**src/rtl/vga_sync_ticks.sv**
```systemverilog
// 640x480@60 Hz raster timing generator plus the game-time strobes derived from it.
module vga_sync_ticks #(
    parameter int unsigned H_DISPLAY = 640,
    parameter int unsigned H_FRONT   = 16,
    parameter int unsigned H_SYNC    = 96,
    parameter int unsigned H_BACK    = 48,
    parameter int unsigned V_DISPLAY = 480,
    parameter int unsigned V_FRONT   = 10,
    parameter int unsigned V_SYNC    = 2,
    parameter int unsigned V_BACK    = 33,
    parameter int unsigned TICK_DIV  = 3
) (
    input  logic       clk,
    input  logic       rst_n,
    output logic [9:0] hpos,
    output logic [9:0] vpos,
    output logic       hsync,
    output logic       vsync,
    output logic       display_on,
    output logic       game_tick_60hz,
    output logic [1:0] game_tick_20hz,
    output logic       debounce_countdown_en
);

    localparam int unsigned CW      = 10;
    localparam int unsigned DW      = 2;
    localparam int unsigned H_TOTAL = H_DISPLAY + H_FRONT + H_SYNC + H_BACK;
    localparam int unsigned V_TOTAL = V_DISPLAY + V_FRONT + V_SYNC + V_BACK;
    localparam int unsigned HS_BEG  = H_DISPLAY + H_FRONT;
    localparam int unsigned HS_END  = H_DISPLAY + H_FRONT + H_SYNC;
    localparam int unsigned VS_BEG  = V_DISPLAY + V_FRONT;
    localparam int unsigned VS_END  = V_DISPLAY + V_FRONT + V_SYNC;

    logic [CW-1:0] hpos_q, hpos_d;
    logic [CW-1:0] vpos_q, vpos_d;
    logic [DW-1:0] div_q, div_d;
    logic [1:0]    tick20_q, tick20_d;
    logic          vpos4_q, vpos4_d;
    logic          h_wrap;
    logic          tick60;

    // Next-state logic for the raster counters, frame divider and strobe history.
    always_comb begin
        hpos_d   = hpos_q;
        vpos_d   = vpos_q;
        div_d    = div_q;
        tick20_d = 2'b00;
        vpos4_d  = vpos_q[4];
        h_wrap   = (hpos_q == CW'(H_TOTAL - 1));
        tick60   = (hpos_q == '0) && (vpos_q == CW'(V_DISPLAY));

        hpos_d = h_wrap ? '0 : hpos_q + CW'(1);
        if (h_wrap) begin
            vpos_d = (vpos_q == CW'(V_TOTAL - 1)) ? '0 : vpos_q + CW'(1);
        end

        if (tick60) begin
            div_d = (div_q == DW'(TICK_DIV - 1)) ? '0 : div_q + DW'(1);
        end

        // Phase 0 follows the divider-terminal frame tick; phase 1 trails it by one clock.
        tick20_d[0] = tick60 && (div_q == DW'(TICK_DIV - 1));
        tick20_d[1] = tick20_q[0];
    end

    // State registers; async reset also cancels a pending second 20 Hz phase.
    always_ff @(posedge clk or negedge rst_n) begin
        if (!rst_n) begin
            hpos_q   <= '0;
            vpos_q   <= '0;
            div_q    <= '0;
            tick20_q <= '0;
            vpos4_q  <= 1'b0;
        end else begin
            hpos_q   <= hpos_d;
            vpos_q   <= vpos_d;
            div_q    <= div_d;
            tick20_q <= tick20_d;
            vpos4_q  <= vpos4_d;
        end
    end

    // Zero-latency decodes of the registered counters.
    always_comb begin
        hpos                  = hpos_q;
        vpos                  = vpos_q;
        hsync                 = !((hpos_q >= CW'(HS_BEG)) && (hpos_q < CW'(HS_END)));
        vsync                 = !((vpos_q >= CW'(VS_BEG)) && (vpos_q < CW'(VS_END)));
        display_on            = (hpos_q < CW'(H_DISPLAY)) && (vpos_q < CW'(V_DISPLAY));
        game_tick_60hz        = (hpos_q == '0) && (vpos_q == CW'(V_DISPLAY));
        game_tick_20hz        = tick20_q;
        debounce_countdown_en = vpos_q[4] & ~vpos4_q;
    end

endmodule
```
**config.mk**
```make
export PLATFORM = sky130hd
export DESIGN_NAME = vga_sync_ticks
export DESIGN_NICKNAME = d
export VERILOG_FILES = /design/src/rtl/vga_sync_ticks.sv
export SDC_FILE = /design/constraint.sdc
export NUM_CORES = 1
export LEC_CHECK = 0
export CELL_PAD_IN_SITES_DETAIL_PLACEMENT = 1
export CELL_PAD_IN_SITES_GLOBAL_PLACEMENT = 1
export CORE_AREA = 2 2 79 51
export DETAILED_ROUTE_END_ITERATION = 8
export DIE_AREA = 0 0 81 53
export GPL_TIMING_DRIVEN = 0
export HOLD_SLACK_MARGIN = 0.06
export PLACE_DENSITY_LB_ADDON = 0.1
export SLEW_MARGIN = 20
export SYNTH_ARGS = -nofsm -noshare
export SYNTH_HDL_FRONTEND = slang
export SYNTH_SLANG_ARGS = --single-unit
```
**constraint.sdc**
```tcl
create_clock -name clk -period 2.05 [get_ports clk]
set_clock_uncertainty 0.15 [all_clocks]
set_input_delay 0.41 -clock clk [delete_from_list [all_inputs] [get_ports clk]]
set_output_delay 0.41 -clock clk [all_outputs]
set_load 0.03 [all_outputs]
```
# Word-level counts from Yosys, hierarchy flattened
# Cells that the tools add are included.
# word_totals
reg_bits	25
latchBits	0
ramBits	0
rom_bits	0
in_bits	2
output_inout_bits	27
n_memories	0
# op_classes
addsub	3
n_mul	0
div_mod_pow	0
n_lt_le_gt_ge	6
n_eq_ne	4
shifts	0
n_mux	3
bitwise_logic	2
reduce_logical	8
# op_table
cell	count
adder 10 x 1 -> 10 bit (second input constant)	2
== test 10 bit (second input constant)	2
less-than comparator 10 bit (second input constant)	2
less-than comparator 10 x 9 -> 1 bit (second input constant)	2
two-way mux 10 bit	2
== test 10 x 9 -> 1 bit (second input constant)	1
greater-or-equal comparator 10 bit (second input constant)	1
greater-or-equal comparator 10 x 9 -> 1 bit (second input constant)	1
zero test 10 bit	1
logical AND 1 bit	5
adder 2 x 1 -> 2 bit (second input constant)	1
== test 2 bit (second input constant)	1
zero test 1 bit	2
two-way mux 2 bit	1
bitwise AND 1 bit	1
inverter 1 bit	1

# Logic depth before layout (Yosys ltp)
# Gate-level depths: netlist of the first run.
# logic_depth
word_depth	3
mapped_depth	6
mapped_depth_nobuf	6

# Least setup slack after synthesis of the first run
# OpenSTA, ideal clock, no wires.
# synth_path
path_type	register -> output
start	reg vpos_q[4], in the netlist vpos[4]
end	out vsync
arrival_ps	1751
setup_slack_ps	-261
path_stages_with_launch	4
cell_sequence	dfrtp_1 > clkbuf_1 > or4_4 > or3_1
# synth_between
elab_chain_len	3
word_cells_on_any_way	4
cone_classes	order compare (2); reduce/logical (2)
# synth_rtl
item	line	text
start: declaration	35	logic [CW-1:0] vpos_q, vpos_d;
start signal: assignment	76	vpos_q <= vpos_d;
greater-or-equal comparator 10 x 9 -> 1 bit / less-than comparator 10 x 9 -> 1 bit (equally long branches)	88	vsync = !((vpos_q >= CW'(VS_BEG)) && (vpos_q < CW'(VS_END)));
logical AND 1 bit *	88	
zero test 1 bit *	88	
end: declaration	18	output logic vsync,
# Mark *: on every way between the ends. The rest lies on a longest branch, timed or not.

# Final worst setup path of the first run
# Same ends and word-level chain as after synthesis.

==> run summary, run 1 <==
startpoint types: flip-flop
grt ovf: 0
clock latency on the worst-skew pair: 0.27 ns
first-pass GRT wire length: 5.46 mm
Clock Sinks: 25
Final period util: 1.17
Worst Hold Class: reg2reg
VDD IR-drop max: 0.290 mV
DP Worst Slack: -0.658 ns
f_max: 0.418 GHz
Critical Path RT: 1.49 ns
Hold WS: 0.239 ns
GP Congestion: 0.797
Root Driver: clkbuf_8
core area: 3530 sq um
Leakage: 1.03 nW
IO Port Bufs: 28
DRT iter0 DRCs: 39
Yosys warnings: 0
Crit-path slowest cell: or4_4
endpoints failing setup: 4
Mapped Cells: 126
WL final: 3.56 mm
vias in the first global route: 1103
Slew HR: 0.628
drt pass-1 iters: 4
Crit path arrival time: 1.84 ns
register bit total from synthesis: 25
Top Ports: 29
top post-synthesis cells by area: dfrtp_1 48%, ha_1 4.8%, xor2_1 4.0%, xnor2_1 3.3%, nand2_1 2.9%
Initial Util: 0.371
WL/cell: 16.0 um
total track usage: 0.172
Pwr Density: 428 nW/um^2
Die H: 53 um
RSZ-0062 raised after global routing: true
hpwl dp: 2.38 mm
Tmin final: 2.40 ns
worst setup margin: -0.345 ns
vias per cell: 5.13
# fillers: 405
Seq/Total Area, Yosys: 0.477
max-cap viol count: 0
Synth Area per Inst: 10.4 sq um
NumNets Final: 183
Synthesized Nets: 133
Inserted Clock Buffers: 3
Netlist cell types: 37
die span in x: 81 um
DIE AREA: 4290 sq um
antenna-violating nets left: 0
largest net degree at the start of global routing: 26
synthesized cell area: 1310 sq um
share of layout cells above drive strength 1: 0.269
DRC viols: 0
Area growth syn-to-layout: 43.5%
area leader, netlist: dfrtp_1
CTS clk-pin slew, worst paths: 0.09 ns
Final Hold Fails: 0
Cell Rows: 17
via count: 1138
initial antenna violation count: 0
diode count: 0
Crit. End Element: output pin
CTS tree: yes
CP Class: reg2out
Design Power: 0.805 mW
max incr delay on CP: 0.53 ns
Slew Limit Fails: 0
outcome: finished with violations
CTS Buffer Depth: 2
CP cell instances: buf_8 -> or4_4 -> or3_4 -> buf_6
failing checks: setup timing
leading cell types in the layout, fill and taps excluded: 18 x buf_4, 18 x dfrtp_1, 10 x nand2_1
H-tree levels: 1
worst-path fanout max: 4
Setup TNS Final: -0.752 ns
worst slew pin tran: 0.557 ns
Synth top area share: 0.477
[sequential cells by signal (all words and copies together) (netlist names)]
register and flops:
vpos4_q 1, hpos 10, div_q 2, game_tick_20hz 2, vpos 10
[worst max-delay path, delay by kind of cell, from the launching register on]
kind          cells  cell delay, ns
flops             1            0.43
buf+inv           2            0.27
simple gates      2            0.87
[Yosys cell counts (all sizes together)]
master,n
and4b,1
a31oi,1
inv,5
a21oi,1
ha,5
and4bb,1
o31ai,1
nand3,7
o311ai,1
nor3b,2
nor4bb,1
a311o,1
buf,2
mux2,2
nand2b,2
and4,3
and2,2
xnor2,5
clkbuf,2
nand4,6
nor2,9
nand2,10
and3b,2
nor4,1
xor2,6
nor2b,4
and3,4
or4,1
dfrtp,25
nor3,3
a22oi,2
o21ai,5
or3,3
[path summary, 6_finish.rpt]
path                                   start           endpoint  slack [ns]  depth (start not counted)
setup / recovery                     vpos[4]              vsync       -0.35                          4
hold / removal             game_tick_20hz[0]  game_tick_20hz[1]        0.24                          0
setup reg to reg                     vpos[4]           div_q[0]       -0.04                          6
hold reg to reg            game_tick_20hz[0]  game_tick_20hz[1]        0.24                          0
max in group asynchronous              rst_n            hpos[5]        0.83                          2
min in group asynchronous              rst_n            hpos[0]        0.53                          2
[area by class of cell]
| type | count | area (sq um) | share of cell area |
|---|---|---|---|
| clock inverters | 1 | 7.51 | 0.00399 |
| flip-flops and latches | 25 | 634 | 0.337 |
| multi-input cells | 92 | 672 | 0.357 |
| clock buffers | 3 | 41.3 | 0.0219 |
| repair buffers | 45 | 414 | 0.220 |
| well taps | 47 | 58.8 | 0.0313 |
| inverters | 5 | 18.8 | 0.00997 |
| plain buffers | 4 | 35.0 | 0.0186 |
[repair_timing]
item / CTS / global route
hold endpoints to repair: 0 / 25
gates resized for setup: 32 / 22
hold buffers: 0 / 1
setup endpoints to repair: 9 / 17
pin swaps: 4 / 4
cloned: 0 / 0
buffers inserted: 8 / 8
[report_power, final]
group / switching (mW) / internal [mW] / total, mW
logic: 0.00951 / 0.00193 / 0.0114
registers: 0 / 0.493 / 0.493
clock network: 0.163 / 0.138 / 0.301
[through the flow]
step | cells | util | cell area [sq um]
floorplan | 126 | - | 1330
global placement | 201 | 0.473 | 1670
detailed placement | 201 | 0.473 | 1670
CTS | 213 | 0.501 | 1770
global route | 222 | 0.533 | 1880
finish | 222 | 0.533 | 1880
[logic make-up (layout without fill, tap and decap cells)]
| kind of cell | Yosys count | after routing | share of synthesized area |
|---|---|---|---|
| buffers and inverters | 9 | 58 | 0.0296 |
| XOR/XNOR | 11 | 11 | 0.0735 |
| multiplexers | 2 | 2 | 0.0229 |
| adder cells (fa/ha/maj) | 5 | 5 | 0.0477 |
| flip-flops | 25 | 25 | 0.477 |
| AO/OA/AOI/OAI | 12 | 12 | 0.0592 |
| AND/OR/NAND/NOR | 62 | 62 | 0.290 |
[layer usage]
metal  vias up  share of wire  GRT usage  wire (um)
met2        22           0.47      0.264       1670
li1        541              -          -          -
met1       573           0.50      0.248       1760
met3         2          0.028     0.0324        101
met5         -              0          0          0
met4         0         0.0059     0.0508         21
Note: power is estimated with default switching activity, not from simulation.
==> run 2: changes to the inputs <==
CORE_AREA = 2 2 84 54   (was 2 2 79 51)
DIE_AREA = 0 0 86 56   (was 0 0 81 53)
MAX_ROUTING_LAYER = met4   (was default)
clock period = 2.1 ns   (was 2.05 ns; I/O delays follow)
==> run 2 against run 1 <==
  * The flow still finishes with violations (setup timing)
  * Largest cell class unchanged
  * Critical endpoint unchanged
  * Design area decreased by 2.9%
  * Via count fell by 3.2%
  * Final cell count is 2.3% lower
  * Critical path type unchanged
  * Non-clock buffer count is 8 lower
==> run summary, run 2 (synthesis results as in run 1) <==
CP Class: reg2out
CTS tree: yes
Crit. End Element: output pin
Design Power: 0.785 mW
f_max: 0.409 GHz
delay-heaviest family, CP: simple AND/OR/NAND/NOR gates
RSZ-0062 raised after global routing: true
met2 usage in global routing: 0.228
failing checks: setup timing
Initial Util: 0.329
Clock Sinks: 25
Setup TNS Final: -0.585 ns
CTS clk-pin slew, worst paths: 0.09 ns
WL/cell: 16.0 um
worst setup margin: -0.346 ns
Slew Limit Fails: 0
Final period util: 1.16
share of layout cells above drive strength 1: 0.210
IO Port Bufs: 28
initial antenna violation count: 0
VDD IR-drop max: 0.291 mV
DIE AREA: 4820 sq um
NumNets Final: 175
drt pass-1 iters: 5
max-cap viol count: 0
crit path buf inv count: 1
worst slew pin tran: 0.588 ns
worst-path fanout max: 2
CP startpoint: vpos[7]
# fillers: 446
Top Ports: 29
Crit-path slowest cell: or4_4
antenna-violating nets left: 0
outcome: finished with violations
H-tree levels: 1
endpoints failing setup: 2
WHS Path Cells: 0
Final Hold Fails: 0
DRT iter0 DRCs: 77
CP cell instances: nand4_4 -> or4_4 -> or3_4 -> buf_6
commonest non-fill, non-tap cell in the layout: dfrtp_1
WL final: 3.48 mm
met1 usage: 0.230
Pwr Density: 430 nW/um^2
Inserted Clock Buffers: 3
met3 Use GR: 0.0371
leading cell types in the layout, fill and taps excluded: 19 x dfrtp_1, 13 x clkdlybuf4s50_1, 10 x nand2_1, 10 x buf_4, 9 x nor2_1
critical path depth: 4
diode count: 0
die span in x: 86 um
GP Congestion: 0.771
grt ovf: 0
Critical Path RT: 1.53 ns
Crit path arrival time: 1.88 ns
Reg2Reg Launch Point: vpos[7]
Leakage: 0.949 nW
Worst Reg-to-Reg Cells: 5
CTS Buffer Depth: 2
Slew HR: 0.608
vias per cell: 5.08
max incr delay on CP: 0.58 ns
via count: 1102
largest net degree at the start of global routing: 26
DRC viols: 0
startpoint types: flip-flop
Tmin final: 2.45 ns
Area growth syn-to-layout: 39.3%
clock latency on the worst-skew pair: 0.27 ns
Worst Hold Launch: game_tick_20hz[0]
first-pass GRT wire length: 5.89 mm
Worst Hold Class: reg2reg
most used routing layer: met1
Cell Rows: 18
Root Driver: clkbuf_8
hpwl dp: 2.37 mm
core area: 3990 sq um
total track usage: 0.157
vias in the first global route: 1173
Die H: 56 um
==> run 2: repair_timing <==
action | 4_1_cts | 5_1_grt
setup endpoints to repair | 6 | 14
pin swaps | 3 | 1
setup buffers | 7 | 2
hold buffers | 1 | 0
resized for setup | 26 | 13
endpoints found under the hold margin | 25 | 0
==> run 2: metrics by stage <==
stage	setup WS [ns]	std cells	instance area, sq um	util	hold slack [ns]
3_3_place_gp	-0.561	204	1670	0.420	0.212
4_1_cts	-0.332	215	1780	0.447	0.255
5_1_grt	-0.399	217	1830	0.458	0.260
2_1_floorplan	-0.0638	126	1330	-	-0.0256
6_report	-0.346	217	1830	0.458	0.246
3_5_place_dp	-0.624	204	1670	0.418	0.233
==> run 2: worst register-to-register path: cells and delay by family, from the launching register on <==
kind / cells / cell delay (ns)
buffers and inverters: 1 / 0.16
flip-flops: 1 / 0.42
multiplexers: 1 / 0.29
AND/OR/NAND/NOR: 3 / 0.92
==> run 2: final cells by class <==
class	instances	area [sq um]	area share
inverters	5	18.8	0.0103
clock buffers	4	45.0	0.0247
well taps	50	62.6	0.0342
multi-input cells	92	676	0.370
plain buffers	3	28.8	0.0158
flip-flops and latches	25	633	0.347
repair buffers	38	363	0.199
==> run 2: power breakdown <==
group	leakage [nW]	internal (mW)	total, mW	switching, mW
combinational	0.600	0.00187	0.0115	0.00968
sequential	0.326	0.481	0.481	0
clock	0.0228	0.136	0.293	0.157
total	0.949	0.619	0.785	0.166
==> run 2: path summary, 6_finish.rpt <==
kind,endpoint,slack (ns)
setup / recovery,vsync,-0.35
hold / removal,game_tick_20hz[1],0.25
setup reg to reg,div_q[0],0.05
hold reg to reg,game_tick_20hz[1],0.25
max in group asynchronous,vpos[5],0.85
min in group asynchronous,div_q[0],0.53
==> run 2: routing by layer <==
| layer | wire length (um) | share of wire |
|---|---|---|
| met1 | 1780 | 0.51 |
| met2 | 1540 | 0.44 |
| met3 | 136 | 0.039 |
| met4 | 10 | 0.0029 |
| met5 | 0 | 0 |
